===== config.mk =====
export PLATFORM = sky130hd
export DESIGN_NAME = fsm_cnt_core
export DESIGN_NICKNAME = d
export VERILOG_FILES = /design/src/rtl/fsm_pkg.sv /design/src/rtl/fsm_cnt_counter.sv /design/src/rtl/fsm_cnt_core.sv
export SDC_FILE = /design/constraint.sdc
export NUM_CORES = 1
export LEC_CHECK = 0
export ABC_AREA = 1
export CAP_MARGIN = 25
export CORE_MARGIN = 3
export CORE_UTILIZATION = 60
export DETAILED_ROUTE_END_ITERATION = 10
export DONT_BUFFER_PORTS = 1
export PLACE_DENSITY = 0.77
export REMOVE_ABC_BUFFERS = 1
export SLEW_MARGIN = 20
export SYNTH_ARGS = -nofsm -noshare
export SYNTH_HDL_FRONTEND = slang
export SYNTH_SLANG_ARGS = --single-unit
export TNS_END_PERCENT = 1

===== constraint.sdc =====
create_clock -name clk -period 2.2 [get_ports clk]
set_input_delay 0.22 -clock clk [delete_from_list [all_inputs] [get_ports clk]]
set_output_delay 0.22 -clock clk [all_outputs]
set_load 0.02 [all_outputs]

===== src/rtl/fsm_pkg.sv =====
// Shared FSM definitions: the state encoding and state width for the counting
// controller and later cores that slave to it.
package fsm_pkg;

  localparam int unsigned STATE_W = 2;

  // 2'b11 is left unencoded and treated as illegal by every decoder.
  typedef enum logic [STATE_W-1:0] {
    S_IDLE = 2'b00,
    S_RUN  = 2'b01,
    S_DONE = 2'b10
  } state_t;

endpackage


===== src/rtl/fsm_cnt_counter.sv =====
// Run-length counter: captures the requested length on load, counts RUN
// cycles, and flags the final cycle of the run.
module fsm_cnt_counter #(
  parameter int unsigned CNT_WIDTH = 7
) (
  input  logic                 clk,
  input  logic                 reset_n,
  input  logic                 i_load,
  input  logic [CNT_WIDTH-1:0] i_num_cnt,
  input  logic                 i_clr,
  input  logic                 i_en,
  output logic [CNT_WIDTH-1:0] o_cnt,
  output logic                 o_is_done
);

  logic [CNT_WIDTH-1:0] num_cnt;
  logic [CNT_WIDTH-1:0] cnt;

  // Capture length and count; load wins over clear, clear wins over increment.
  always_ff @(posedge clk or negedge reset_n) begin
    if (!reset_n) begin
      num_cnt <= '0;
      cnt     <= '0;
    end else if (i_load) begin
      num_cnt <= i_num_cnt;
      cnt     <= '0;
    end else if (i_clr) begin
      cnt <= '0;
    end else if (i_en) begin
      cnt <= cnt + CNT_WIDTH'(1);
    end
  end

  // Last RUN cycle is reached when cnt hits num_cnt-1 (compared at CNT_WIDTH
  // bits); with num_cnt=0 the FSM never enters RUN, so the wrap is harmless.
  always_comb begin
    o_cnt     = cnt;
    o_is_done = (cnt == (num_cnt - CNT_WIDTH'(1)));
  end

endmodule


===== src/rtl/fsm_cnt_core.sv =====
// Three-state Moore controller (IDLE/RUN/DONE) that runs for a captured number
// of cycles and then pulses done. Optional abort support is enabled by
// defining FSM_CNT_ABORT_EN; without it i_abort is ignored.
module fsm_cnt_core
  import fsm_pkg::*;
#(
  parameter int unsigned CNT_WIDTH = 7
) (
  input  logic                 clk,
  input  logic                 reset_n,
  input  logic                 i_run,
  input  logic [CNT_WIDTH-1:0] i_num_cnt,
  input  logic                 i_abort,
  output logic                 o_idle,
  output logic                 o_running,
  output logic                 o_done,
  output logic [CNT_WIDTH-1:0] o_cnt_val,
  output logic [STATE_W-1:0]   o_c_state
);

  state_t               c_state;
  state_t               n_state;
  logic                 abort_req;
  logic                 cnt_load;
  logic                 cnt_clr;
  logic                 cnt_en;
  logic [CNT_WIDTH-1:0] cnt;
  logic                 is_done;

`ifdef FSM_CNT_ABORT_EN
  assign abort_req = i_abort;
`else
  // Port kept for pin compatibility; masked so it never influences the FSM.
  assign abort_req = i_abort & 1'b0;
`endif

  // State register.
  always_ff @(posedge clk or negedge reset_n) begin
    if (!reset_n) begin
      c_state <= S_IDLE;
    end else begin
      c_state <= n_state;
    end
  end

  // Next-state decode; anything unlisted (including 2'b11) returns to IDLE.
  always_comb begin
    n_state = S_IDLE;
    case (c_state)
      S_IDLE: begin
        if (abort_req) begin
          n_state = S_IDLE;
        end else if (i_run) begin
          n_state = (i_num_cnt != '0) ? S_RUN : S_DONE;
        end
      end
      S_RUN: begin
        if (abort_req) begin
          n_state = S_IDLE;
        end else if (is_done) begin
          n_state = S_DONE;
        end else begin
          n_state = S_RUN;
        end
      end
      S_DONE:  n_state = S_IDLE;
      default: n_state = S_IDLE;
    endcase
  end

  // Counter control: capture on an accepted start, count only in RUN, and
  // hold zero everywhere else or when the run ends or is aborted.
  always_comb begin
    cnt_load = 1'b0;
    cnt_en   = 1'b0;
    cnt_clr  = 1'b1;
    if (c_state == S_IDLE) begin
      cnt_load = i_run & ~abort_req;
    end else if (c_state == S_RUN) begin
      cnt_en  = 1'b1;
      cnt_clr = is_done | abort_req;
    end
  end

  fsm_cnt_counter #(
    .CNT_WIDTH (CNT_WIDTH)
  ) u_counter (
    .clk       (clk),
    .reset_n   (reset_n),
    .i_load    (cnt_load),
    .i_num_cnt (i_num_cnt),
    .i_clr     (cnt_clr),
    .i_en      (cnt_en),
    .o_cnt     (cnt),
    .o_is_done (is_done)
  );

  // Moore output decode from registered state and count only.
  always_comb begin
    o_idle    = 1'b0;
    o_running = 1'b0;
    o_done    = 1'b0;
    o_cnt_val = '0;
    o_c_state = c_state;
    case (c_state)
      S_IDLE: o_idle = 1'b1;
      S_RUN: begin
        o_running = 1'b1;
        o_cnt_val = cnt;
      end
      S_DONE:  o_done = 1'b1;
      default: ;
    endcase
  end

endmodule


* Word-level counts from Yosys, hierarchy flattened *
Index checks and enable logic that the tools add are counted.

word-level totals
  word-level logic and storage cells = 26
  output and inout port bits = 12
  input port bits = 11
  flip-flop bits (word level) = 16

operators by class
  add/sub/neg operators = 2
  reductions and logical operators = 3
  equality and inequality tests = 3
  mux-type cells = 15

operators with widths
  cell                   count
  $mux W7                4
  $add A7 B1 Y7 const B  1
  $eq A7 B7 Y1           1
  $mux W1                7
  $reduce_bool A7 Y1     1
  $sub A7 B1 Y7 const B  1
  $mux W2                3
  $pmux W2 S2            1
  $reduce_bool A3 Y1     1
  $eq A2 B1 Y1 const B   1
  $eq A2 B2 Y1 const B   1
  $logic_not A2 Y1       1

* Longest topological paths before layout *
  depth after elaboration = 6
  depth in mapped cells = 12
  depth with buffers taken out = 12

* Hierarchy *
From an unflattened synthesis, not the netlist that was laid out.

second synthesis, totals
  cells, all modules = 162
  area, all modules = 1,072.3 um^2

modules (own cells, without submodules)
  module           instances  area each (um^2)  cells each
  fsm_cnt_counter  1          870.8             124
  fsm_cnt_core     1          201.4             38

* Worst setup path before layout *
Ideal clock, no wire load.

  path kind = register to output
  start = register c_state[0] (netlist: o_c_state[0])
  end = output port o_cnt_val[0]
  path buffers = 0
  arrival time = 1.533 ns
  required time = 1.980 ns
  path slack = 0.447 ns
  cell stages (with the launch flop) = 5
  cell sequence = dfrtp_1 inv_1 nor2_1 inv_1 nor2_1

on the way
  longest elaborated chain between the ends = 2

ends and longest elaborated chain
  element                 RTL line             text
  from (decl)             fsm_cnt_core.sv:21   state_t c_state;
  from (signal assigned)  fsm_cnt_core.sv:42   c_state <= n_state;
  $eq A2 B1 Y1            fsm_cnt_core.sv:105  case (c_state)
  $mux W7                 fsm_cnt_core.sv:105
  to (decl)               fsm_cnt_core.sv:17   output logic [CNT_WIDTH-1:0] o_cnt_val,

Every way passes these cells.

* Final worst setup path *
  start = register u_counter.num_cnt[0]
  end = register u_counter.cnt[0] (netlist: u_counter.o_cnt[0])

on the way
  longest elaborated chain between the ends = 6
  elaborated cells between the ends (all ways) = 7
  those cells by class = add/sub: 1; eq/ne: 1; mux: 4; reduce/logical: 1

ends and longest elaborated chain
  element                 RTL line               text
  from (decl)             fsm_cnt_counter.sv:16  logic [CNT_WIDTH-1:0] num_cnt;
  from (signal assigned)  fsm_cnt_counter.sv:25  num_cnt <= i_num_cnt;
  $sub A7 B1 Y7 (*)       fsm_cnt_counter.sv:38  o_is_done = (cnt == (num_cnt - CNT_WIDTH'(1)));
  $eq A7 B7 Y1 (*)        fsm_cnt_counter.sv:38
  $mux W1 (*)             fsm_cnt_core.sv:79     end else if (c_state == S_RUN) begin
  $mux W1 (*)             fsm_cnt_core.sv:77     if (c_state == S_IDLE) begin
  $mux W7                 fsm_cnt_counter.sv:27  end else if (i_clr) begin
  $mux W7                 fsm_cnt_counter.sv:24  end else if (i_load) begin
  to (signal assigned)    fsm_cnt_counter.sv:30  cnt <= cnt + CNT_WIDTH'(1);
  to (decl)               fsm_cnt_counter.sv:17  logic [CNT_WIDTH-1:0] cnt;

Every way passes the cells marked *; elsewhere a longest branch is shown, timed or not.
A chain may end at the register's enable or synchronous reset.

==> results.toml <==
[outcome]
outcome = "completed"

[pwr]
ir_drop_uv = 817
power.total_mw = 1.38
powerDensity_nw_per_um2 = 1340
p_leak_nw = 0.548

[cells_and_area]
seq_area_um2 = 400
final_core_util_pct = 74.1
syn_to_final_growth_pct = 7.95
drive_gt1_share_pct = 7.04
final_nets = 156
fin_cells = 157
multi_input_area_um2 = 465
final_common_cell = "nor2_1"
antennaDiodeCount = 0
fillers = 127
layout_common_cells = "34 x nor2_1, 24 x inv_1, 24 x nand2_1, 16 x dfrtp_1, 8 x nand3_1"
finish.instance_area_um2 = 1040

[timing]
fin_hold_ws_ps = 91.5
skew_ps = 1.76
period_minus_slack_ps = 1700
tns_ps = 0
timing.final.ws_setup_ps = 499
drv_slew = 0
rsz0062_at_grt = "no"
relSlewSlack_pct = 50.5
worst_pin_slew_ps = 740
setup_viol = 0
fmax_ghz = 0.588
finalCritPeriodShare_pct = 77.3
timing.final.hold_violations = 0

[placement]
pre_cts_ws_ps = 500
port_buffers = 0
dp_hpwl_um = 1470
dp.cells = 152
gp_congestion = 0.758
placed_cell_area_um2 = 990

[clock_network]
insertion_delay_ps = 280
post_cts_resized = 0
htree_levels = 1
cts_buffers = 3
cts_buffer_depth = 2
cts_tree = "done"
cts_sinks = 16
cts.reportedPaths.clkPinSlew_ps = 90
cts_root_buffer = "clkbuf_4"
postCtsSetupRepairBufs = 0

[worst_setup_path]
r2r_end = "u_counter.o_cnt[0]"
startpoint = "u_counter.num_cnt[0]"
endpoint = "u_counter.o_cnt[0]"
reg2reg_setup_slack_ps = 500
cpPeakStageDelay_ps = 400
r2r_start = "u_counter.num_cnt[0]"
cp-end-kind = "flip-flop"
cp_max_fo = 8
critPathKind = "reg2reg"
critical_path_arrival_ps = 1880
cp_num_buf_inv = 2
cp.depth = 12
rr_worst_depth = 12
cp_top_family = "simple AND/OR/NAND/NOR gates"
cp_cell_sequence = "inv_1, ha_1, nand2_1, inv_1, nor2_1, nand2_1, nor2_1, nand2_1, nor2_2, nand2_2, nand2_4, nor2_1"
startpoint_type = "flip-flop"
cpMaxStageDelayCell = "dfrtp_1"
crit_required_ps = 2380

[detailed_routing]
wire_per_inst_um = 11.7
drtAntennaViolNets = 0
drtIter0Drc = 13
dr_total_vias = 813
drc = 0
wirelength_um = 1830
via_per_inst = 5.18
drtPass1Iterations = 4

[floorplanning]
fp.dieH_um = 46.0
start_util_pct = 68.6
ioPinCount = 23
die_w_um = 46.0
rows = 13
core_um2 = 1400
dieArea_um2 = 2120

[synthesis]
ys_types = 19
ys_seq_elements = 16
yosys_warnings = 0
ys_seq_area_share_pct = 41.7
syn-cell-area_um2 = 960
netlist_instances = 136
postSynthAreaPerCell_um2 = 7.06

[global_routing]
antenna_found_initial = 0
grt_max_degree = 17
grt_pass1_wl_um = 3020
grtUsageTotal_pct = 20.1
grt_pass1_vias = 724
grt.overflow.total = 0

[min_path]
min_path_type = "in2reg"

[job]
max_cap_violations = 0
-- synthesized netlist by cell type, drive strengths merged --
cell    instances  area [µm²]
nand2          27         114
dfrtp          16         400
nor3            2        10.0
ha              2        25.0
xor2            6        52.6
o21ai           5        25.0
nand3           8        40.0
clkbuf          1        3.75
or2             1        6.26
a21oi           4        20.0
nor4            1        6.26
nand4           1        6.26
xnor2           3        26.3
inv            24        90.1
nor2           35         134
-- state kept, by name, summed over array words and instances (netlist names) --
name	flops
u_counter.num_cnt	7
o_c_state	2
u_counter.o_cnt	7
-- logic make-up after synthesis --
kind of cell	share of synthesized area, %
compound gates	4.69
xor+xnor	8.21
fa+ha+maj	2.61
buf+inv	9.78
flops	41.7
simple gates	33.0
-- routing by layer --
layer	vias up	wire, µm	global-route usage [%]
met5	-	0	0
met4	0	34	8.52
met3	5	89	3.16
met2	24	881	33.2
met1	364	828	25.7
li1	420	-	-
-- worst min path at each step --
stage,from,endpoint,slack (ps),cells past startpoint
finish,i_run,o_c_state[0],90,2
global route,i_num_cnt[3],u_counter.num_cnt[3],90,2
CTS,i_run,o_c_state[0],80,2
detailed placement,reset_n,u_counter.o_cnt[0],-80,0
global placement,reset_n,u_counter.o_cnt[0],-80,0
floorplan,reset_n,o_c_state[0],-80,0
-- worst reg2reg max path, cell delays in order (launching register included) --
cell and delay, ps:
dfrtp_1 400, inv_1 90, ha_1 310, nand2_1 90
inv_1 40, nor2_1 80, nand2_1 60, nor2_1 110
nand2_1 70, nor2_2 120, nand2_2 80, nand2_4 110
nor2_1 50
-- timing repair --
| item | 4_1_cts | 5_1_grt |
|---|---|---|
| endpoints found under the hold margin | 16 | 0 |
| hold buffers | 1 | 0 |
| setup endpoints to repair | 0 | 0 |
-- layout make-up --
| type | instances | area share (%) |
|---|---|---|
| Tap cell | 15 | 1.81 |
| Inverter | 24 | 8.70 |
| Sequential cell | 16 | 38.6 |
| Timing Repair Buffer | 3 | 2.42 |
| Clock buffer | 4 | 3.50 |
| Multi-Input combinational cell | 95 | 44.9 |
-- power by group --
| group | internal [mW] | total, mW | switching (mW) |
|---|---|---|---|
| clock | 0.101 | 0.190 | 0.0897 |
| sequential | 0.401 | 0.531 | 0.130 |
| combinational | 0.235 | 0.662 | 0.427 |
Note: power is estimated with default switching activity, not from simulation.
